--- src/rtl/branch_resolve_unit_if.sv ---
// Interface bundling the EX-stage request and the registered resolution results
// of branch_resolve_unit. The EX pipeline drives it through the master side. The
// resolve unit uses the slave side. clk_i and rst_i stay as plain module ports.
interface branch_resolve_unit_if #(
    parameter int XLEN = 32
);
    // Request side, valid during the EX cycle
    logic            valid_i;
    logic            flush_i;
    logic [XLEN-1:0] pc_i;
    logic [XLEN-1:0] operand1_i;
    logic [XLEN-1:0] operand2_i;
    logic [XLEN-1:0] imm_i;
    logic [6:0]      opcode_i;
    logic [2:0]      funct3_i;
    logic            pred_taken_i;
    logic [XLEN-1:0] fetch_pc_i;

    // Result side
    logic            pred_taken_o;
    logic            resolve_valid_o;
    logic            taken_o;
    logic [XLEN-1:0] target_o;
    logic [XLEN-1:0] link_o;
    logic [XLEN-1:0] redirect_pc_o;
    logic            mispredict_o;
    logic            misaligned_o;
    logic            illegal_o;

    modport master (
        output valid_i, flush_i, pc_i, operand1_i, operand2_i, imm_i,
               opcode_i, funct3_i, pred_taken_i, fetch_pc_i,
        input  pred_taken_o, resolve_valid_o, taken_o, target_o, link_o,
               redirect_pc_o, mispredict_o, misaligned_o, illegal_o
    );

    modport slave (
        input  valid_i, flush_i, pc_i, operand1_i, operand2_i, imm_i,
               opcode_i, funct3_i, pred_taken_i, fetch_pc_i,
        output pred_taken_o, resolve_valid_o, taken_o, target_o, link_o,
               redirect_pc_o, mispredict_o, misaligned_o, illegal_o
    );
endinterface

--- src/rtl/branch_resolve_unit.sv ---
// branch_resolve_unit: EX-stage resolution of BRANCH / JAL / JALR.
// The unit computes the direction, the target, the link and the redirect PC. It
// flags mispredicts, misaligned targets and illegal branch funct3 values. Results
// are registered, so a redirect appears one cycle after issue.
// Optional feature macro: BRU_BHT_EN adds a table of 2-bit saturating counters
// that predicts fetch-time direction. Without the macro, prediction is static
// not-taken.
module branch_resolve_unit #(
    parameter int XLEN        = 32,
    parameter int BHT_ENTRIES = 64
) (
    input  logic                 clk_i,
    input  logic                 rst_i,
    branch_resolve_unit_if.slave bus
);
    localparam logic [6:0] OP_BRANCH = 7'b1100011;
    localparam logic [6:0] OP_JAL    = 7'b1101111;
    localparam logic [6:0] OP_JALR   = 7'b1100111;

    logic            w_is_branch;
    logic            w_is_jal;
    logic            w_is_jalr;
    logic            w_cond;
    logic            w_illegal;
    logic            w_taken;
    logic [XLEN-1:0] w_sum_pc;
    logic [XLEN-1:0] w_sum_rs;
    logic [XLEN-1:0] w_target;
    logic [XLEN-1:0] w_link;
    logic [XLEN-1:0] w_redirect;
    logic            w_misaligned;
    logic            w_mispredict;
    logic            w_accept;

    logic            r_resolve_valid;
    logic            r_taken;
    logic [XLEN-1:0] r_target;
    logic [XLEN-1:0] r_link;
    logic [XLEN-1:0] r_redirect;
    logic            r_mispredict;
    logic            r_misaligned;
    logic            r_illegal;

    assign w_is_branch = (bus.opcode_i == OP_BRANCH);
    assign w_is_jal    = (bus.opcode_i == OP_JAL);
    assign w_is_jalr   = (bus.opcode_i == OP_JALR);

    // Branch condition. The reserved funct3 values 010/011 fall to the default and
    // resolve not-taken.
    always_comb begin
        w_cond = 1'b0;
        case (bus.funct3_i)
            3'b000:  w_cond = (bus.operand1_i == bus.operand2_i);
            3'b001:  w_cond = (bus.operand1_i != bus.operand2_i);
            3'b100:  w_cond = ($signed(bus.operand1_i) <  $signed(bus.operand2_i));
            3'b101:  w_cond = ($signed(bus.operand1_i) >= $signed(bus.operand2_i));
            3'b110:  w_cond = (bus.operand1_i <  bus.operand2_i);
            3'b111:  w_cond = (bus.operand1_i >= bus.operand2_i);
            default: w_cond = 1'b0;
        endcase
    end

    assign w_illegal  = w_is_branch & ((bus.funct3_i == 3'b010) | (bus.funct3_i == 3'b011));
    assign w_taken    = w_is_jal | w_is_jalr | (w_is_branch & w_cond);

    // Additions wrap at XLEN bits. JALR clears bit 0 of its sum.
    assign w_sum_pc   = bus.pc_i + bus.imm_i;
    assign w_sum_rs   = bus.operand1_i + bus.imm_i;
    assign w_target   = w_is_jalr ? {w_sum_rs[XLEN-1:1], 1'b0} : w_sum_pc;
    assign w_link     = bus.pc_i + {{(XLEN-3){1'b0}}, 3'b100};
    assign w_redirect = w_taken ? w_target : w_link;

    // A misaligned or illegal result goes to the trap path. In that case the fetch
    // redirect stays quiet.
    assign w_misaligned = w_taken & (w_target[1:0] != 2'b00);
    assign w_mispredict = ~w_misaligned & ~w_illegal &
                          (w_is_branch ? (w_taken != bus.pred_taken_i) : 1'b1);

    assign w_accept = bus.valid_i & ~bus.flush_i & (w_is_branch | w_is_jal | w_is_jalr);

    // Result registers. The flags are pulses. Data outputs hold between resolutions.
    always_ff @(posedge clk_i or posedge rst_i) begin
        if (rst_i) begin
            r_resolve_valid <= 1'b0;
            r_taken         <= 1'b0;
            r_target        <= '0;
            r_link          <= '0;
            r_redirect      <= '0;
            r_mispredict    <= 1'b0;
            r_misaligned    <= 1'b0;
            r_illegal       <= 1'b0;
        end else if (w_accept) begin
            r_resolve_valid <= 1'b1;
            r_taken         <= w_taken;
            r_target        <= w_target;
            r_link          <= w_link;
            r_redirect      <= w_redirect;
            r_mispredict    <= w_mispredict;
            r_misaligned    <= w_misaligned;
            r_illegal       <= w_illegal;
        end else begin
            r_resolve_valid <= 1'b0;
            r_mispredict    <= 1'b0;
            r_misaligned    <= 1'b0;
            r_illegal       <= 1'b0;
        end
    end

    assign bus.resolve_valid_o = r_resolve_valid;
    assign bus.taken_o         = r_taken;
    assign bus.target_o        = r_target;
    assign bus.link_o          = r_link;
    assign bus.redirect_pc_o   = r_redirect;
    assign bus.mispredict_o    = r_mispredict;
    assign bus.misaligned_o    = r_misaligned;
    assign bus.illegal_o       = r_illegal;

`ifdef BRU_BHT_EN
    localparam int IDX_W = $clog2(BHT_ENTRIES);

    logic                   w_bht_we;
    logic [IDX_W-1:0]       w_wr_idx;
    logic [IDX_W-1:0]       w_rd_idx;
    logic [BHT_ENTRIES-1:0] w_pred_bits;

    assign w_bht_we = w_accept & w_is_branch & ~w_illegal & ~w_misaligned;
    assign w_wr_idx = bus.pc_i[IDX_W+1:2];
    assign w_rd_idx = bus.fetch_pc_i[IDX_W+1:2];

    // One counter per entry. Each counter keeps its old value during the edge that
    // writes it. So a fetch read of the same index in that cycle sees the old value.
    for (genvar gi = 0; gi < BHT_ENTRIES; gi++) begin : g_bht
        logic [1:0] r_cnt;

        // Saturating 2-bit update. The counter resets to weakly not-taken.
        always_ff @(posedge clk_i or posedge rst_i) begin
            if (rst_i) begin
                r_cnt <= 2'b01;
            end else if (w_bht_we && (w_wr_idx == IDX_W'(gi))) begin
                if (w_taken && (r_cnt != 2'b11)) begin
                    r_cnt <= r_cnt + 2'b01;
                end else if (!w_taken && (r_cnt != 2'b00)) begin
                    r_cnt <= r_cnt - 2'b01;
                end
            end
        end

        assign w_pred_bits[gi] = r_cnt[1];
    end

    assign bus.pred_taken_o = w_pred_bits[w_rd_idx];
`else
    // Static not-taken prediction.
    assign bus.pred_taken_o = 1'b0;
`endif

endmodule
--- src/flat_wrapper.sv ---
// flat-port wrapper written by rule: the top's interface ports become plain ports
module branch_resolve_unit_flat 
#(
    parameter int XLEN        = 32,
    parameter int BHT_ENTRIES = 64
)
  (clk_i, rst_i, bus_valid_i, bus_flush_i, bus_pc_i, bus_operand1_i, bus_operand2_i, bus_imm_i, bus_opcode_i, bus_funct3_i, bus_pred_taken_i, bus_fetch_pc_i, bus_pred_taken_o, bus_resolve_valid_o, bus_taken_o, bus_target_o, bus_link_o, bus_redirect_pc_o, bus_mispredict_o, bus_misaligned_o, bus_illegal_o);
  branch_resolve_unit_if #(.XLEN(XLEN)) bus_i ();
  input  logic clk_i;
  input  logic rst_i;
  input wire logic [$bits(bus_i.valid_i)-1:0] bus_valid_i;
  input wire logic [$bits(bus_i.flush_i)-1:0] bus_flush_i;
  input wire logic [$bits(bus_i.pc_i)-1:0] bus_pc_i;
  input wire logic [$bits(bus_i.operand1_i)-1:0] bus_operand1_i;
  input wire logic [$bits(bus_i.operand2_i)-1:0] bus_operand2_i;
  input wire logic [$bits(bus_i.imm_i)-1:0] bus_imm_i;
  input wire logic [$bits(bus_i.opcode_i)-1:0] bus_opcode_i;
  input wire logic [$bits(bus_i.funct3_i)-1:0] bus_funct3_i;
  input wire logic [$bits(bus_i.pred_taken_i)-1:0] bus_pred_taken_i;
  input wire logic [$bits(bus_i.fetch_pc_i)-1:0] bus_fetch_pc_i;
  output wire logic [$bits(bus_i.pred_taken_o)-1:0] bus_pred_taken_o;
  output wire logic [$bits(bus_i.resolve_valid_o)-1:0] bus_resolve_valid_o;
  output wire logic [$bits(bus_i.taken_o)-1:0] bus_taken_o;
  output wire logic [$bits(bus_i.target_o)-1:0] bus_target_o;
  output wire logic [$bits(bus_i.link_o)-1:0] bus_link_o;
  output wire logic [$bits(bus_i.redirect_pc_o)-1:0] bus_redirect_pc_o;
  output wire logic [$bits(bus_i.mispredict_o)-1:0] bus_mispredict_o;
  output wire logic [$bits(bus_i.misaligned_o)-1:0] bus_misaligned_o;
  output wire logic [$bits(bus_i.illegal_o)-1:0] bus_illegal_o;
  assign bus_i.valid_i = bus_valid_i;
  assign bus_i.flush_i = bus_flush_i;
  assign bus_i.pc_i = bus_pc_i;
  assign bus_i.operand1_i = bus_operand1_i;
  assign bus_i.operand2_i = bus_operand2_i;
  assign bus_i.imm_i = bus_imm_i;
  assign bus_i.opcode_i = bus_opcode_i;
  assign bus_i.funct3_i = bus_funct3_i;
  assign bus_i.pred_taken_i = bus_pred_taken_i;
  assign bus_i.fetch_pc_i = bus_fetch_pc_i;
  assign bus_pred_taken_o = bus_i.pred_taken_o;
  assign bus_resolve_valid_o = bus_i.resolve_valid_o;
  assign bus_taken_o = bus_i.taken_o;
  assign bus_target_o = bus_i.target_o;
  assign bus_link_o = bus_i.link_o;
  assign bus_redirect_pc_o = bus_i.redirect_pc_o;
  assign bus_mispredict_o = bus_i.mispredict_o;
  assign bus_misaligned_o = bus_i.misaligned_o;
  assign bus_illegal_o = bus_i.illegal_o;
  branch_resolve_unit #(.XLEN(XLEN), .BHT_ENTRIES(BHT_ENTRIES)) u_core (.clk_i(clk_i), .rst_i(rst_i), .bus(bus_i));
endmodule
--- config.mk ---
export PLATFORM = sky130hd
export DESIGN_NAME = branch_resolve_unit_flat
export DESIGN_NICKNAME = d
export VERILOG_FILES = /design/src/rtl/branch_resolve_unit_if.sv /design/src/rtl/branch_resolve_unit.sv /design/src/flat_wrapper.sv
export SDC_FILE = /design/constraint.sdc
export NUM_CORES = 1
export LEC_CHECK = 0
export CAP_MARGIN = 10
export CORE_MARGIN = 1
export CORE_UTILIZATION = 45
export DETAILED_ROUTE_END_ITERATION = 10
export MAX_ROUTING_LAYER = met4
export PLACE_DENSITY = 0.78
export RECOVER_POWER = 50
export SYNTH_ARGS = -nofsm -noshare
export SYNTH_HDL_FRONTEND = slang
export SYNTH_SLANG_ARGS = --single-unit
--- constraint.sdc ---
create_clock -name clk_i -period 9.4 [get_ports clk_i]
set_clock_uncertainty 0.1 [all_clocks]
set_input_delay 1.41 -clock clk_i [delete_from_list [all_inputs] [get_ports clk_i]]
set_output_delay 1.41 -clock clk_i [all_outputs]
set_load 0.01 [all_outputs]
# Word-level counts from Yosys, hierarchy flattened
# Cells that the tools add are included.
# totals
register_bits	101
inputBits	175
output_inout_bits	102
wordCells	53
# classes
addsub	3
n_lt_le_gt_ge	4
eq_ne	13
n_mux	8
bitwise	15
n_reduce_logical	2
# ops
operator	count
$add A32 B32 Y32	2
$ge A32 B32 Y1	2
$lt A32 B32 Y1	2
$mux W32	2
$add A32 B3 Y32 const B	1
$eq A32 B32 Y1	1
$ne A32 B32 Y1	1
$eq A7 B7 Y1 const B	3
$eq A3 B3 Y1 const B	4
$and A1 B1 Y1	7
$eq A3 B2 Y1 const B	2
$pmux W1 S6	1
$mux W1	5
$or A1 B1 Y1	5
$eq A3 B1 Y1 const B	1
$logic_not A3 Y1	1
$not A1 Y1	3
$reduce_bool A2 Y1	1
$ne A1 B1 Y1	1

# Logic depth before layout (Yosys ltp)
# depth
ltp_word	9
depth_mapped	15
mapped_depth_nobuf	13

# Worst setup path before layout
# No wires, ideal clock.
# synth_path
path_kind	input-to-reg
startpoint	input bus_operand2_i[30]
endpoint	register u_core.r_redirect[10], in the netlist u_core.bus.redirect_pc_o[10]
setup_ns	0.083
t_arrival_ns	4.206
slack_ns	5.011
path_stages	14
n_path_buf	2
path_cell_list	inv_1 > ha_1 > nand4_2 > or4_1 > or3_1 > a21oi_1 > a2bb2oi_1 > o31ai_1 > a211oi_2 > or2_2 > buf_6 > buf_8 > mux2_2 > o21ai_0
# synth_between
elab_chain_cells	5
# synth_rtl
item	line	rtl
from (decl)	flat_wrapper.sv:15	input wire logic [$bits(bus_i.operand2_i)-1:0] bus_operand2_i;
$ge A32 B32 Y1 (tied with other cells)	branch_resolve_unit.sv:58	3'b111: w_cond = (bus.operand1_i >= bus.operand2_i);
$pmux W1 S6 *	branch_resolve_unit.sv:52	case (bus.funct3_i)
$and A1 B1 Y1 *	branch_resolve_unit.sv:64	assign w_taken = w_is_jal | w_is_jalr | (w_is_branch & w_cond);
$or A1 B1 Y1 *	branch_resolve_unit.sv:64	
$mux W32 *	branch_resolve_unit.sv:71	assign w_redirect = w_taken ? w_target : w_link;
to (signal assigned)	branch_resolve_unit.sv:97	r_redirect <= w_redirect;
to (decl)	branch_resolve_unit.sv:39	logic [XLEN-1:0] r_redirect;
# Every way passes the cells marked *; elsewhere a longest branch is shown, timed or not.
# A chain may end at the register's enable or synchronous reset.

==> results.json <==
{
  "status": "finished with violations",
  "violations": "max-capacitance violations, max-slew violations",
  "critical-path-slowest-cell": "clkbuf_1",
  "synth_seq_cells": 101,
  "ys_seq_area_share_pct": 28.98,
  "grt-ovfl-total": 0,
  "grt_max_degree": 126,
  "max_stage_delay_ns": 2.55,
  "clk_pin_slew_ns": 0.06,
  "postCtsSetupRepairBufs": 0,
  "wire_per_inst_um": 16.85,
  "rows": 50,
  "synth_edf_count": 0,
  "reg2reg_to": "u_core.bus.redirect_pc_o[28]$_DFFE_PP0P_",
  "grt.total_usage_pct": 27.59,
  "layout-drive-gt1-share_pct": 3.550,
  "die_area_mm2": 0.01994,
  "required_ns": 8.95,
  "grt_pass1_vias": 8039,
  "port_buffers": 243,
  "first_pass_iters": 5,
  "antenna_found_initial": 0,
  "h-tree-depth": 3,
  "worstMarginPinSlew_ns": 3.529,
  "syn-instance-count": 1103,
  "power_density_mw_per_mm2": 125.8,
  "wl_um": 26700,
  "synth_most_common_cell": "nand2_1",
  "gp_congestion": 0.9378,
  "grt_pass1_wl_um": 41900,
  "hold_viol": 0,
  "dp_hpwl_um": 21850,
  "cts_inserted_buffers": 9,
  "fmax_mhz": 170.6,
  "critPathTopFamily": "buffers and inverters",
  "max-slew-margin-rel_pct": -135.2,
  "syn-cell-area_mm2": 0.008722,
  "start_util_pct": 46.32,
  "ys.flop_type": "dfrtp_1",
  "synth_cell_type_count": 65,
  "hold_path.class": "flip-flop to flip-flop",
  "synth_top_area_cell": "dfrtp_1",
  "setup_viol": 0,
  "finalCritPeriodShare_pct": 62.35,
  "ant_nets": 0,
  "crit_chain": "dlygate4sd3_1, clkinvlp_2, clkbuf_1",
  "vias": 8865,
  "synth_top_area_share_pct": 28.98,
  "r2r_cells": 3,
  "fin_crit_ns": 5.861,
  "cp_num_buf_inv": 3,
  "pre_cts_slack_ns": 3.699,
  "yosysWarningCount": 0,
  "die_w_um": 141.2,
  "n_antenna_cell": 0,
  "cts-resized-gates": 0,
  "arrival_ns": 5.41,
  "cts_tree": "built",
  "min_from": "u_core.bus.target_o[5]$_DFFE_PP0P_",
  "maxSlewViolCount": 69,
  "clk_path_buf_depth": 2,
  "cts.sinks": 101,
  "holdPathEnd": "u_core.bus.target_o[5]$_DFFE_PP0P_",
  "ir_drop_mv": 0.1119,
  "synth.top_cells.by_count": "nand2_1, o21ai_0, dfrtp_1",
  "rsz0062_at_grt": "no",
  "holdWs_ns": 0.3705,
  "worstPathMaxFanout": 68,
  "clock-root-buffer": "clkbuf_16",
  "path_class": "primary input to asynchronous set/reset pin",
  "ys_top_cells_by_area": "dfrtp_1, ha_1, nand2_1, o21ai_0, a21oi_1",
  "detail_route.vias_per_cell": 5.597,
  "core_mm2": 0.01883,
  "drt_iter0_markers": 494,
  "postSynthAreaPerCell_um2": 7.908,
  "r2r-start": "u_core.bus.redirect_pc_o[28]$_DFFE_PP0P_",
  "clk_latency_ns": 0.34,
  "io_pins": 277,
  "total_leakage_power_uw": 0.005433,
  "async_flop_share_pct": 100.0,
  "hold_buffers": 0,
  "end_kind": "asynchronous set/reset pin",
  "cp-start-kind": "primary input",
  "syn_nets": 1374,
  "setup_ws_ns": 3.539,
  "syn2layout_area_growth_pct": 33.14,
  "reg2reg_slack_ns": 8.43,
  "nets": 1590,
  "fin_setup_tns_ns": 0,
  "route.detailed.drc": 0,
  "die_y_um": 141.2,
  "holdPathStages": 2,
  "drv_cap": 1
}
through the flow:
| stage | instances | cell area, um2 | total power [uW] | util [%] |
|---|---|---|---|---|
| finish | 1584 | 11610 | 1460 | 61.67 |
| floorplan | 1103 | 8722 | 836.6 | - |
| global placement | 1568 | 11320 | 1103 | 60.13 |
| CTS | 1584 | 11620 | 1486 | 61.69 |
| detailed placement | 1568 | 11320 | 1116 | 60.13 |
| global route | 1584 | 11610 | 1544 | 61.67 |
worst min-delay path: stages, from the launching register on:
cell,delay [ns]
dfrtp_1,0.34
nand2_1,0.05
nand2_1,0.05
power by group:
| group | total [uW] | switching, uW | leakage (uW) | internal, uW |
|---|---|---|---|---|
| Combinational | 571 | 301 | 0.00393 | 270 |
| Sequential | 520 | 31.7 | 0.00136 | 489 |
| Clock | 369 | 156 | 0.000143 | 213 |
logic make-up after synthesis:
logic type	after synthesis	synth area share (%)
AND/OR/NAND/NOR	395	20.34
AO/OA/AOI/OAI	308	21.04
flip-flops	101	28.98
buffers and inverters	99	4.748
adder cells (fa/ha/maj)	96	13.94
XOR/XNOR	79	7.933
multiplexers	24	2.969
other	1	0.04299
sequential cells by signal, summed over array words and instances, names as in the netlist:
| register | count |
|---|---|
| u_core.bus.link_o | 32 |
| u_core.bus.redirect_pc_o | 32 |
| u_core.bus.target_o | 32 |
| u_core.bus.illegal_o | 1 |
| u_core.bus.misaligned_o | 1 |
| u_core.bus.mispredict_o | 1 |
| u_core.bus.resolve_valid_o | 1 |
| u_core.bus.taken_o | 1 |
cells in the final DEF (no fill, tap or decap), drive strengths merged, types with 8 or more instances in the layout:
cell type,instances
a21o,21
a21oi,83
a31oi,11
and3,11
clkbuf,13
clkdlybuf4s50,141
dfrtp,101
dlygate4sd3,102
ha,94
inv,55
mux2,15
mux2i,9
nand2,193
nand2b,9
nand3,31
nand4,23
nor2,70
nor2b,9
nor3,22
o211ai,8
o21ai,122
xnor2,47
xor2,32
routing by layer:
| layer | track usage (%) | vias to the layer above | share of wire, % |
|---|---|---|---|
| met3 | 2.106 | 31 | 5.6 |
| met5 | - | - | 0 |
| met1 | 40.14 | 4141 | 48 |
| li1 | - | 4354 | - |
| met4 | 6.922 | 0 | 1.9 |
| met2 | 41.30 | 339 | 44 |
area by class of cell:
cell class | count | area [um2]
clock inverter | 4 | 47.55
fill | 1714 | 7218
timing repair buffer | 248 | 2466
multi-input combinational | 903 | 5788
clock buffer | 12 | 246.5
inverter | 56 | 211.5
sequential | 101 | 2527
tap | 260 | 325.3
worst max-delay path by stage:
| stage | from | end | slack, ns | depth (start not counted) |
|---|---|---|---|---|
| CTS | bus_operand2_i[27] | u_core.bus.redirect_pc_o[6]$_DFFE_PP0P_ | 4.07 | 14 |
| global placement | bus_operand2_i[31] | u_core.bus.redirect_pc_o[2]$_DFFE_PP0P_ | 3.80 | 14 |
| global route | rst_i | u_core.bus.target_o[3]$_DFFE_PP0P_ | 2.68 | 3 |
| detailed placement | bus_operand2_i[27] | u_core.bus.redirect_pc_o[6]$_DFFE_PP0P_ | 3.70 | 14 |
| floorplan | bus_operand2_i[30] | u_core.bus.redirect_pc_o[10]$_DFFE_PP0P_ | 5.01 | 14 |
| finish | rst_i | u_core.bus.taken_o$_DFFE_PP0P_ | 3.54 | 3 |
(Power assumes the default switching activity.)
